`config.mk`:
```
export PLATFORM = sky130hd
export DESIGN_NAME = dift_trap_ctrl
export DESIGN_NICKNAME = d
export VERILOG_FILES = /design/src/rtl/dift_trap_ctrl_pkg.sv /design/src/rtl/dift_trap_ctrl_sat_counter.sv /design/src/rtl/dift_trap_ctrl.sv
export SDC_FILE = /design/constraint.sdc
export NUM_CORES = 1
export LEC_CHECK = 0
export BUFFER_PORTS_ARGS = -buffer_cell sky130_fd_sc_hd__buf_4
export CAP_MARGIN = 20
export CORE_MARGIN = 5
export CORE_UTILIZATION = 51
export CTS_BUF_LIST = sky130_fd_sc_hd__clkbuf_16
export DETAILED_ROUTE_END_ITERATION = 10
export PLACE_DENSITY_LB_ADDON = 0.05
export SYNTH_ARGS = -nofsm -noshare
export SYNTH_HDL_FRONTEND = slang
export SYNTH_HIERARCHICAL = 1
export SYNTH_SLANG_ARGS = --single-unit
```
`constraint.sdc`:
```
create_clock -name clk -period 3.6 [get_ports clk]
set_clock_uncertainty 0.15 [all_clocks]
set_input_delay 0.18 -clock clk [delete_from_list [all_inputs] [get_ports clk]]
set_output_delay 0.18 -clock clk [all_outputs]
set_load 0.01 [all_outputs]
```
`src/rtl/dift_trap_ctrl_pkg.sv`:
```
// Shared DIFT trap controller definitions: trap types, FSM encodings,
// CSR indices and CAUSE word bit positions.
package dift_trap_ctrl_pkg;

  typedef logic [2:0] dift_trap_t;

  localparam dift_trap_t DIFT_TRAP_TYPE_EXEC = 3'd0;
  localparam dift_trap_t DIFT_TRAP_TYPE_STOR = 3'd1;
  localparam dift_trap_t DIFT_TRAP_TYPE_LOAD = 3'd2;
  localparam dift_trap_t DIFT_TRAP_TYPE_JALR = 3'd3;
  localparam dift_trap_t DIFT_TRAP_TYPE_BRAN = 3'd4;

  typedef logic [1:0] dift_trapctrl_state_t;

  localparam dift_trapctrl_state_t TC_IDLE    = 2'd0;
  localparam dift_trapctrl_state_t TC_PEND    = 2'd1;
  localparam dift_trapctrl_state_t TC_HANDLER = 2'd2;

  localparam logic [1:0] DIFT_TRAPCSR_CAUSE = 2'd0;
  localparam logic [1:0] DIFT_TRAPCSR_TPC   = 2'd1;
  localparam logic [1:0] DIFT_TRAPCSR_TINSN = 2'd2;
  localparam logic [1:0] DIFT_TRAPCSR_TCNT  = 2'd3;

  localparam int CAUSE_VALID_BIT = 8;
  localparam int CAUSE_OVF_BIT   = 9;

endpackage

```
`src/rtl/dift_trap_ctrl_sat_counter.sv`:
```
// Saturating up-counter; a clear in the same cycle as an increment yields 1.
module dift_sat_counter #(
  parameter int CNT_WIDTH = 16
) (
  input  logic                 clk,
  input  logic                 rst,
  input  logic                 inc_i,
  input  logic                 clr_i,
  output logic [CNT_WIDTH-1:0] cnt_o
);

  logic [CNT_WIDTH-1:0] cnt_q, cnt_d;

  always_comb begin
    cnt_d = cnt_q;
    if (clr_i)
      cnt_d = inc_i ? {{(CNT_WIDTH-1){1'b0}}, 1'b1} : '0;
    else if (inc_i && (cnt_q != {CNT_WIDTH{1'b1}}))
      cnt_d = cnt_q + 1'b1;
  end

  always_ff @(posedge clk) begin
    if (rst) cnt_q <= '0;
    else     cnt_q <= cnt_d;
  end

  assign cnt_o = cnt_q;

endmodule

```
`src/rtl/dift_trap_ctrl.sv`:
```
// DIFT trap controller: captures accepted tag-check traps, holds a request
// to the core until acked, blocks nesting until mret, exposes CSR reads.
module dift_trap_ctrl
  import dift_trap_ctrl_pkg::*;
#(
  parameter int CNT_WIDTH  = 16,
  parameter int TYPE_WIDTH = 3
) (
  input  logic                  clk,
  input  logic                  rst,
  input  logic                  trap_en_i,
  input  logic                  trap_i,
  input  logic [TYPE_WIDTH-1:0] trap_type_i,
  input  logic [31:0]           pc_i,
  input  logic [31:0]           instr_i,
  input  logic                  trap_ack_i,
  input  logic                  mret_i,
  input  logic [1:0]            csr_addr_i,
  input  logic                  csr_clr_i,
  output logic                  trap_req_o,
  output logic [TYPE_WIDTH-1:0] trap_cause_o,
  output logic [31:0]           trap_pc_o,
  output logic [31:0]           csr_rdata_o
);

  dift_trapctrl_state_t  state_q, state_d;
  logic [TYPE_WIDTH-1:0] type_q;
  logic [31:0]           pc_q, instr_q;
  logic                  valid_q, ovf_q, ovf_d;
  logic [CNT_WIDTH-1:0]  cnt;
  logic                  trap_v, accept, drop;
  logic [31:0]           cause_w, tcnt_w;

  assign trap_v = trap_en_i & trap_i;
  // mret frees the handler slot in the same cycle, so a new trap may land then
  assign accept = trap_v & ((state_q == TC_IDLE) | ((state_q == TC_HANDLER) & mret_i));
  assign drop   = trap_v & ((state_q == TC_PEND) | ((state_q == TC_HANDLER) & ~mret_i));

  always_comb begin
    state_d = state_q;
    case (state_q)
      TC_IDLE:    if (accept)     state_d = TC_PEND;
      TC_PEND:    if (trap_ack_i) state_d = TC_HANDLER;
      TC_HANDLER: if (mret_i)     state_d = accept ? TC_PEND : TC_IDLE;
      default:                    state_d = TC_IDLE;
    endcase
  end

  always_comb begin
    ovf_d = ovf_q;
    if (csr_clr_i) ovf_d = 1'b0;
    else if (drop) ovf_d = 1'b1;
  end

  always_ff @(posedge clk) begin
    if (rst) begin
      state_q <= TC_IDLE;
      type_q  <= '0;
      pc_q    <= '0;
      instr_q <= '0;
      valid_q <= 1'b0;
      ovf_q   <= 1'b0;
    end else begin
      state_q <= state_d;
      ovf_q   <= ovf_d;
      if (accept) begin
        type_q  <= trap_type_i;
        pc_q    <= pc_i;
        instr_q <= instr_i;
        valid_q <= 1'b1;
      end
    end
  end

  dift_sat_counter #(.CNT_WIDTH(CNT_WIDTH)) u_cnt (
    .clk   (clk),
    .rst   (rst),
    .inc_i (accept),
    .clr_i (csr_clr_i),
    .cnt_o (cnt)
  );

  always_comb begin
    cause_w                  = '0;
    cause_w[TYPE_WIDTH-1:0]  = type_q;
    cause_w[CAUSE_VALID_BIT] = valid_q;
    cause_w[CAUSE_OVF_BIT]   = ovf_q;
    cause_w[31:30]           = state_q;
    tcnt_w                   = '0;
    tcnt_w[CNT_WIDTH-1:0]    = cnt;
  end

  always_comb begin
    case (csr_addr_i)
      DIFT_TRAPCSR_CAUSE: csr_rdata_o = cause_w;
      DIFT_TRAPCSR_TPC:   csr_rdata_o = pc_q;
      DIFT_TRAPCSR_TINSN: csr_rdata_o = instr_q;
      default:            csr_rdata_o = tcnt_w;
    endcase
  end

  assign trap_req_o   = (state_q == TC_PEND);
  assign trap_cause_o = type_q;
  assign trap_pc_o    = pc_q;

endmodule
```
==> impl_results.md, run 1 <==
- Status: complete, no violations
- Worst hold slack: ~0.011 ns
- Largest net degree at the start of global routing: ~140
- Slowest cell on crit path: buf_4
- Clock Root Buffer: clkbuf_16
- Post-synthesis simple-gate area fraction: 0.258
- Tot Pwr: about 2400 uW
- Adder-Cell Fraction of Synth Area: 0.00275
- Crit Path Max Fanout: 42
- Setup_tns: 0 ns
- CP delay by family, top: buffers and inverters
- Die footprint: approximately 0.011 mm^2
- Crit Path Class: flop to flop
- Worst rel slew slack: 0.343
- Max Slew Vio Count: 0
- Synth Area per Inst: just under 10 um^2
- Maximum VDD drop: ~0.28 mV
- Drc violations: 0
- Arr. time, crit path: roughly 2.6 ns
- I/O pin cnt: between 100 and 150
- Endpoints failing setup: 0
- Share of layout cells above drive strength 1: 0.278
- Critical path cell sequence: nor2b_1, or3_4, clkinv_2, buf_4, buf_4, mux2i_1
- Synth cell types: 44
- Via density: about 5.2
- CTS clk-pin slew, worst paths: 0.06 ns
- Period utilisation layout: 0.706
- Routed len/inst: 16.3 um
- Core area: between 0.008 and 0.009 mm^2
- Drt total wl: approximately 13 mm
- Worst hold path class: input port to flop
- EDFF count, synth: 0
- DRT Pass-1 Iters: 4
- CTS max path bufs: 2
- Mapped Nets: about 540
- H-tree lvl count: 3
- Clk_lat worst skew: 0.33 ns
- Dpl hpwl: around 8.2 mm
- Lkg Pwr: 0.00271 uW
- Post-synthesis xor/xnor area fraction: 0
- GP Congestion: roughly 0.85
- Die height: 104 um
- Cells after Synth: about 470
- Pin slew with the least headroom to its limit: ~1 ns
- Yosys reg bits: 87
- Grt ovf: 0
- Seq/Total Area, Yosys: 0.383
- CTS Buf Count: 9
- CP dominant cell by count: buf_4
- CP Data Required Time: approximately 3.7 ns
- Power per cell area: between 300 and 400 mW/mm^2
- TritonCTS clock tree: built
- Synthesis-to-layout area growth: 44.6%
- Min Tclk post-route: between 2 and 3 ns
- DP Area: 0.00559 mm^2
- Compound-Gate Fraction of Synth Area: 0.0988
- Initial antenna violation count: 0
- Final Hold Fails: 0
- Unrepaired setup endpoints after global routing: false
- Number of max-cap violations: 0
- Achievable Freq: 393 MHz
- Die W: around 100 um
- Port Buf Inserts: ~140
- Main flop type after synthesis: dfxtp_1
- Ys async rst share: 0
- Post-Syn Area: 0.00454 mm^2
- Total track usage: 0.231
- Rows: 34
- CP startpoint kind: flop
- Synth warn: 6
- Setup crit end kind: flop
- Total number of vias: around 4000
- Placed instance count: roughly 690
- Mux share of post-synthesis cell area: 0.206
- Post-Layout Inst Area: ~0.0066 mm^2
- Number of global-route vias before repair: approximately 4100
- Post-Layout Cell Count: 770
- CP peak stage delay: 0.67 ns
- Sink Count: 87
- Drt first-iter violations: between 150 and 200
- Largest family of logic cells by synthesized area: simple AND/OR/NAND/NOR gates
- Buf/Inv on CP: 3
- NumNets Final: between 700 and 800
- Initial core utilization: 0.521
- Number of diodes: 0
- Global-route wire length before repair: just over 20 mm
- Routed Antenna Nets: 0
[worst reg2reg max path, cell delays in order, from the launching register on]
cell and delay [ns]:
dfxtp_1 0.34, nor2b_1 0.14, or3_4 0.37, clkinv_2 0.09
buf_4 0.40, buf_4 0.67, mux2i_1 0.30
[routing by layer]
metal	share of wire	GRT usage	vias up
met5	0	0	-
met4	0.013	0.0564	0
met3	0.062	0.0683	12
met2	0.49	0.379	118
met1	0.43	0.296	1899
li1	-	-	2012
[cell families (layout without fill, tap and decap cells)]
logic type                 count (synthesis)  count (layout)
adders and majority gates                  1               1
AOI/OAI and AO/OA                         61              61
muxes                                     86              86
buffers and inverters                     42             238
DFF                                       87              87
and+or+nand+nor                          189             189
[cell usage after synthesis, types with 2 or more instances]
cell | count | area, um^2
mux2i_1 | 70 | 701
mux2_2 | 11 | 124
o211a_1 | 2 | 20.0
nand2b_1 | 136 | 851
buf_2 | 6 | 30.0
clkbuf_1 | 20 | 75.1
buf_12 | 2 | 40.0
buf_4 | 4 | 30.0
nand4_1 | 3 | 18.8
nor2_1 | 5 | 18.8
or3_1 | 3 | 18.8
nor3_1 | 4 | 20.0
inv_1 | 6 | 22.5
nor4_1 | 4 | 25.0
or4_1 | 6 | 45.0
dfxtp_1 | 87 | 1740
a22o_1 | 25 | 219
nand2_1 | 8 | 30.0
o31ai_1 | 6 | 45.0
a21oi_1 | 14 | 70.1
nand3_1 | 9 | 45.0
nor2b_1 | 4 | 25.0
o21ai_0 | 6 | 30.0
mux4_2 | 5 | 113
[sequential cells by signal (all words and copies together), names as in the netlist]
| register | count |
|---|---|
| instr_q | 32 |
| trap_pc_o | 32 |
| u_cnt/cnt_o | 16 |
| trap_cause_o | 3 |
| state_q | 2 |
| ovf_q | 1 |
| valid_q | 1 |
[path summary, 6_finish.rpt]
check        cells after the start          end        start  slack, ns
max                              6  instr_q[18]   state_q[1]       1.06
min                              3  instr_q[18]  instr_i[18]       0.01
max reg2reg                      6  instr_q[18]   state_q[1]       1.06
min reg2reg                      2      valid_q      valid_q       0.30
[where the power goes]
| group | internal [uW] | total [uW] | leakage, uW | switching (uW) |
|---|---|---|---|---|
| clock | 602 | 975 | 0.000148 | 373 |
| sequential | 1010 | 1040 | 0.000709 | 30.0 |
| combinational | 232 | 389 | 0.00186 | 157 |
| total | 1840 | 2400 | 0.00271 | 559 |
[timing repair]
action / 4_1_cts / 5_1_grt
setup buffers: 0 / 0
gates resized for setup: 0 / 0
hold endpoints to repair: 68 / 0
hold buffers: 67 / 0
[through the flow]
step,setup slack [ns],util
finish,1.06,0.754
global route,0.902,0.754
CTS,1.03,0.754
detailed placement,1.08,0.641
global placement,1.13,0.641
floorplan,1.09,-
[area by class of cell]
cell class,instances,area (um^2)
Clock buffer,9,225
Clock inverter,7,87.6
Fill cell,592,2150
Inverter,7,27.5
Multi-Input combinational cell,337,2570
Sequential cell,87,1740
Tap cell,108,135
Timing Repair Buffer,215,1780
[layout by cell type, fill, tap and decap left out, types with 2 or more instances in the layout]
cell type and n:
a21oi_1 14, a22o_1 25, buf_4 148, bufinv_16 2
clkbuf_16 9, clkinv_1 3, dfxtp_1 87, dlygate4sd3_1 67
inv_1 6, mux2_2 11, mux2i_1 70, mux4_2 5
nand2_1 8, nand2b_1 136, nand3_1 9, nand4_1 3
nor2_1 5, nor2b_1 3, nor3_1 4, nor4_1 4
o211a_1 2, o21ai_0 6, o31ai_1 6, or3_1 3
or4_1 6
Power figures use the tool's default switching activity.
==> run 2: changes to the inputs <==
--- a/config.mk
+++ b/config.mk
@@ -8,7 +8,7 @@
 export BUFFER_PORTS_ARGS = -buffer_cell sky130_fd_sc_hd__buf_4
 export CAP_MARGIN = 20
 export CORE_MARGIN = 5
-export CORE_UTILIZATION = 51
+export CORE_UTILIZATION = 46
 export CTS_BUF_LIST = sky130_fd_sc_hd__clkbuf_16
 export DETAILED_ROUTE_END_ITERATION = 10
 export PLACE_DENSITY_LB_ADDON = 0.05
==> constraint.sdc (replaced) <==
create_clock -name clk -period 2.1 [get_ports clk]
set_clock_uncertainty 0.15 [all_clocks]
set_input_delay 0.105 -clock clk [delete_from_list [all_inputs] [get_ports clk]]
set_output_delay 0.105 -clock clk [all_outputs]
set_load 0.01 [all_outputs]
==> run 2 against run 1 <==
Net effect: power grew 70%; the flow now finishes with violations (setup timing); final cell count grew 6.8%; die area grew 9.8%; count of clock-buffer cells in the layout is the same; largest cell class unchanged; global-route usage shrank 1.1 points; largest power group unchanged; maximum frequency grew 21%.
==> impl_results.md, run 2 (synthesis gave the netlist of run 1 again) <==
- Status: finished, violations left
- Failing checks: setup timing
- Sink Count: 87
- Setup crit end kind: flop
- CTS max path bufs: 2
- Global-route wire length before repair: 20.9 mm
- Max Slew Vio Count: 0
- Routed len/inst: 15.9 um
- R2r worst-path depth: 7
- P_int: 3070 uW
- Total number of vias: approximately 4200
- Hold Crit Depth: 3
- Number of max-cap violations: 0
- Port Buf Inserts: approximately 140
- Largest net degree at the start of global routing: 84
- Endpoints failing setup: 1
- Dpl hpwl: 8.79 mm
- CP startpoint kind: flop
- Clk_lat worst skew: 0.33 ns
- NumNets Final: 761
- Routed Antenna Nets: 0
- Via density: about 5.1
- Pin slew with the least headroom to its limit: about 0.6 ns
- Rows: 36
- TritonCTS clock tree: built
- Clock Root Buffer: clkbuf_16
- Power per cell area: approximately 600 mW/mm^2
- Reg2Reg Setup Slack: -0.01 ns
- Initial antenna violation count: 0
- Total track usage: 0.220
- R2R Path Start: state_q[1]
- Setup Buffers After CTS: 0
- Die footprint: ~0.012 mm^2
- Worst hold path class: input port to flop
- H-tree lvl count: 3
- Most frequent cells in the layout: 170 x buf_4, 136 x nand2b_1, 86 x dfxtp_1
- Achievable Freq: approximately 470 MHz
- Drt total wl: between 10 and 15 mm
- Number of diodes: 0
- Arr. time, crit path: approximately 2.2 ns
- Min Tclk post-route: around 2.1 ns
- Initial core utilization: 0.469
- GP Congestion: between 0.9 and 1
- Logic pwr share: 0.171
- Fin util: 0.711
- RR Endpoint: u_cnt/cnt_o[10]
- Number of global-route vias before repair: between 4000 and 5000
- Period utilisation layout: 1.00
- Core area: between 0.009 and 0.01 mm^2
- Worst rel slew slack: 0.595
- CTS clk-pin slew, worst paths: about 0.070 ns
- Tot Pwr: between 4000 and 5000 uW
- Lkg Pwr: 0.00287 uW
- Sw Ratio: 0.247
- Synthesis-to-layout area growth: 51.5%
- Unrepaired setup endpoints after global routing: true
- Die height: ~110 um
- Flop pwr share: 0.435
- Die W: 109 um
- Crit Path Class: flop to flop
- Endpoint, Worst Hold: ovf_q
- CTS Buf Count: 9
- Drc violations: 0
- Drt first-iter violations: ~190
- CP Data Required Time: around 2.2 ns
- I/O pin cnt: 144
- DRT Pass-1 Iters: 4
- Setup ws final: -0.00980 ns
- Worst Hold Launch: trap_i
- Final Hold Fails: 0
- Commonest non-fill, non-tap cell in the layout: buf_4
- Maximum VDD drop: 0.480 mV
- NetSw: slightly above 1000 uW
- Crit Path Max Fanout: 5
- Grt ovf: 0
- FILL cells: 718
- Share of layout cells above drive strength 1: 0.325
- Clk pwr share: 0.393
run 2: changes by cell type in the layout (fill, tap and decap cells not counted), moves of 2 or more:
cell,delta
a21oi_1,-3
or4_4,+3
clkinv_2,+2
or3_1,-2
inv_6,+2
dlygate4sd3_1,+3
or4_1,-3
or3_4,+2
buf_12,+2
clkinv_1,-3
a21oi_2,+3
buf_4,+22
run 2: power by group through the flow:
stage,logic [uW],registers (uW),clock network (uW)
after CTS,697,1770,1650
after detailed placement,591,1810,0
final,698,1770,1600
after global routing,754,1780,1700
after global placement,585,1810,0
after floorplan,315,1810,0
run 2: area by class of cell:
cell class,instances,area (um^2),share of cell area
Inverter,7,31.3,0.00454
Clock inverter,7,70.1,0.0102
Timing Repair Buffer,242,2020,0.293
Tap cell,133,166,0.0242
Multi-Input combinational cell,337,2630,0.382
Sequential cell,87,1740,0.253
Clock buffer,9,225,0.0327
run 2: timing repair:
action                     CTS  global route
gates resized for setup      2             8
hold endpoints to repair    72             0
setup endpoints to repair    3             6
hold buffers                70             0
pin swaps                    0             1
run 2: worst max-delay path by stage:
stage	startpoint	end	slack, ns	depth (start not counted)
after floorplan	state_q[1]	u_cnt/cnt_o[8]	-0.19	9
after global placement	state_q[1]	u_cnt/cnt_o[9]	0.03	7
after detailed placement	state_q[1]	u_cnt/cnt_o[8]	-0.002	7
after CTS	state_q[1]	u_cnt/cnt_o[8]	-0.002	7
after global routing	state_q[1]	u_cnt/cnt_o[9]	-0.06	8
final	state_q[1]	u_cnt/cnt_o[10]	-0.01	7
run 2: stage by stage:
stage | worst slack (ns) | hold slack, ns | area (um^2) | TNS (ns) | cells
after floorplan | -0.194 | 0.0335 | 4590 | -0.861 | 466
after global placement | 0.0338 | 0.184 | 5850 | 0 | 736
after detailed placement | -0.00155 | 0.185 | 5850 | -0.00155 | 736
after CTS | -0.00151 | 0.0167 | 6860 | -0.00151 | 822
after global routing | -0.0642 | 0.0662 | 6890 | -0.209 | 822
final | -0.00980 | 0.00763 | 6890 | -0.00980 | 822
run 2: per-layer routing:
| metal | GRT usage | vias up | share of wire |
|---|---|---|---|
| li1 | - | 2059 | - |
| met1 | 0.276 | 1980 | 0.42 |
| met2 | 0.375 | 128 | 0.50 |
| met3 | 0.0482 | 20 | 0.059 |
| met4 | 0.0703 | 0 | 0.014 |
| met5 | 0 | - | 0 |
run 2: worst max-delay path, cell delays in order (launching register included):
cell and delay [ns]:
dfxtp_2 0.32, nor2b_1 0.11, or3_4 0.34, clkinv_4 0.09, nand2_4 0.05, or3_4 0.35
or4_4 0.49, a21oi_2 0.14
==> run 3: changes to the inputs <==
--- a/config.mk
+++ b/config.mk
@@ -8,7 +8,7 @@
 export BUFFER_PORTS_ARGS = -buffer_cell sky130_fd_sc_hd__buf_4
 export CAP_MARGIN = 20
 export CORE_MARGIN = 5
-export CORE_UTILIZATION = 46
+export CORE_UTILIZATION = 45
 export CTS_BUF_LIST = sky130_fd_sc_hd__clkbuf_16
 export DETAILED_ROUTE_END_ITERATION = 10
 export PLACE_DENSITY_LB_ADDON = 0.05
==> run 3 against run 2 <==
Net effect: the run now ends clean; utilization is 1.1 points lower; via count down 1.3%; sequential cell count did not move.
==> impl_results.md, run 3 (synthesis gave the netlist of run 1 again) <==
- Status: complete, no violations
- Min Tclk post-route: roughly 2.1 ns
- Drt first-iter violations: between 200 and 250
- Setup ws final: 0.00511 ns
- Lkg Pwr: ~0.0029 uW
- Die footprint: 0.0122 mm^2
- Total track usage: 0.210
- TritonCTS clock tree: built
- Via density: 5.04
- Crit Path Class: flop to flop
- Global-route wire length before repair: 21.5 mm
- Clk_lat worst skew: around 0.33 ns
- CP peak stage delay: 0.41 ns
- Max Slew Vio Count: 0
- Sink Count: just under 90
- Sw Ratio: 0.243
- CP dominant cell by count: or3_4
- DRT Pass-1 Iters: 4
- Arr. time, crit path: around 2.2 ns
- Number of max-cap violations: 0
- Setup_tns: 0 ns
- Worst hold slack: approximately 0.0064 ns
- Worst rel slew slack: 0.607
- Most frequent cells in the layout: 167 x buf_4, 136 x nand2b_1, 86 x dfxtp_1
- I/O pin cnt: between 100 and 150
- Synthesis-to-layout area growth: 51.3%
- Buf/Inv on CP: 1
- FILL cells: approximately 770
- Power per cell area: 587 mW/mm^2
- Largest net degree at the start of global routing: between 70 and 80
- Share of layout cells above drive strength 1: 0.316
- H-tree lvl count: 3
- Die W: roughly 110 um
- Clock Root Buffer: clkbuf_16
- CTS clk-pin slew, worst paths: ~0.060 ns
- Routed len/inst: 16.0 um
- Flop pwr share: 0.439
- Rows: 36
- Number of global-route vias before repair: 4230
- Slowest cell on crit path: or4_1
- Post-Layout Inst Area: 0.00688 mm^2
- CTS max path bufs: 2
- Critical path cell sequence: nor2b_4, or3_4, inv_8, nand3_4, or3_4, or4_1, a21oi_1
- Pin slew with the least headroom to its limit: 0.584 ns
- Core area: roughly 0.0098 mm^2
- Logic pwr share: 0.172
- Grt ovf: 0
- CP delay by family, top: simple AND/OR/NAND/NOR gates
- NumNets Final: approximately 760
- CTS Buf Count: 9
- Endpoints failing setup: 0
- Initial antenna violation count: 0
- CP Data Required Time: about 2.2 ns
- DP Area: ~0.006 mm^2
- Drt total wl: roughly 13 mm
- Maximum VDD drop: roughly 0.46 mV
- Setup crit end kind: flop
- Clk pwr share: 0.388
- CP startpoint kind: flop
- Setup WS pre-CTS: -0.0395 ns
- Achievable Freq: about 480 MHz
- Port Buf Inserts: 143
- Initial core utilization: 0.463
- Worst hold path class: input port to flop
- NetSw: around 1000 uW
- GP Congestion: 0.833
- Die height: 110 um
- Unrepaired setup endpoints after global routing: true
- Crit Path Max Fanout: 6
- Dpl hpwl: 8.54 mm
- Drc violations: 0
- Total number of vias: ~4100
- Routed Antenna Nets: 0
- Period utilisation layout: 0.998
- Number of diodes: 0
- P_int: about 3000 uW
- Final Hold Fails: 0
- Commonest non-fill, non-tap cell in the layout: buf_4
[run 3: cell types whose count changed in the layout (fill, tap and decap cells not counted), sizes merged]
cell | previous run | this run
buf | 172 | 170
clkinv | 4 | 2
clkinvlp | 1 | 2
inv | 8 | 9
[run 3: final timing paths]
kind                     to  slack [ns]  depth (start not counted)        from
min                   ovf_q       0.006                          3      trap_i
max reg2reg  u_cnt/cnt_o[9]       0.005                          7  state_q[1]
min reg2reg         valid_q        0.32                          2     valid_q
max          u_cnt/cnt_o[9]       0.005                          7  state_q[1]
[run 3: routing by layer]
| layer | part of all wire | global-route usage | up-vias |
|---|---|---|---|
| li1 | - | - | 2065 |
| met1 | 0.44 | 0.269 | 1935 |
| met2 | 0.48 | 0.343 | 113 |
| met3 | 0.057 | 0.0684 | 18 |
| met4 | 0.019 | 0.0534 | 0 |
| met5 | 0 | 0 | - |
[run 3: power groups by stage]
stage	combinational (uW)	clock, uW	sequential (uW)
global placement	581	0	1810
CTS	694	1600	1770
detailed placement	587	0	1810
floorplan	315	0	1810
finish	696	1570	1770
global route	753	1680	1780
[run 3: metrics by stage]
stage / util / total power, uW / std cells
5_1_grt: 0.700 / 4220 / 820
3_3_place_gp: 0.594 / 2390 / 732
2_1_floorplan: - / 2130 / 466
6_report: 0.700 / 4040 / 820
3_5_place_dp: 0.594 / 2400 / 732
4_1_cts: 0.695 / 4060 / 818
[run 3: tightest hold or removal path, stage by stage]
cell     delay (ns)
buf_4          0.08
a21oi_1        0.09
nor4_1         0.15
[run 3: timing repair]
item                                    4_1_cts  5_1_grt
endpoints found under the setup margin        2        5
resized for setup                             1        8
hold buffers                                 70        0
hold endpoints to repair                     72        0
buffers inserted                              0        2
[run 3: area by class of cell]
cell class,instances,area (um^2),share of cell area
clock buffers,9,225,0.0328
clock inverters,7,66.3,0.00964
inverters,7,33.8,0.00491
multi-input cells,337,2630,0.382
flip-flops and latches,87,1740,0.253
well taps,133,166,0.0242
repair buffers,240,2010,0.293
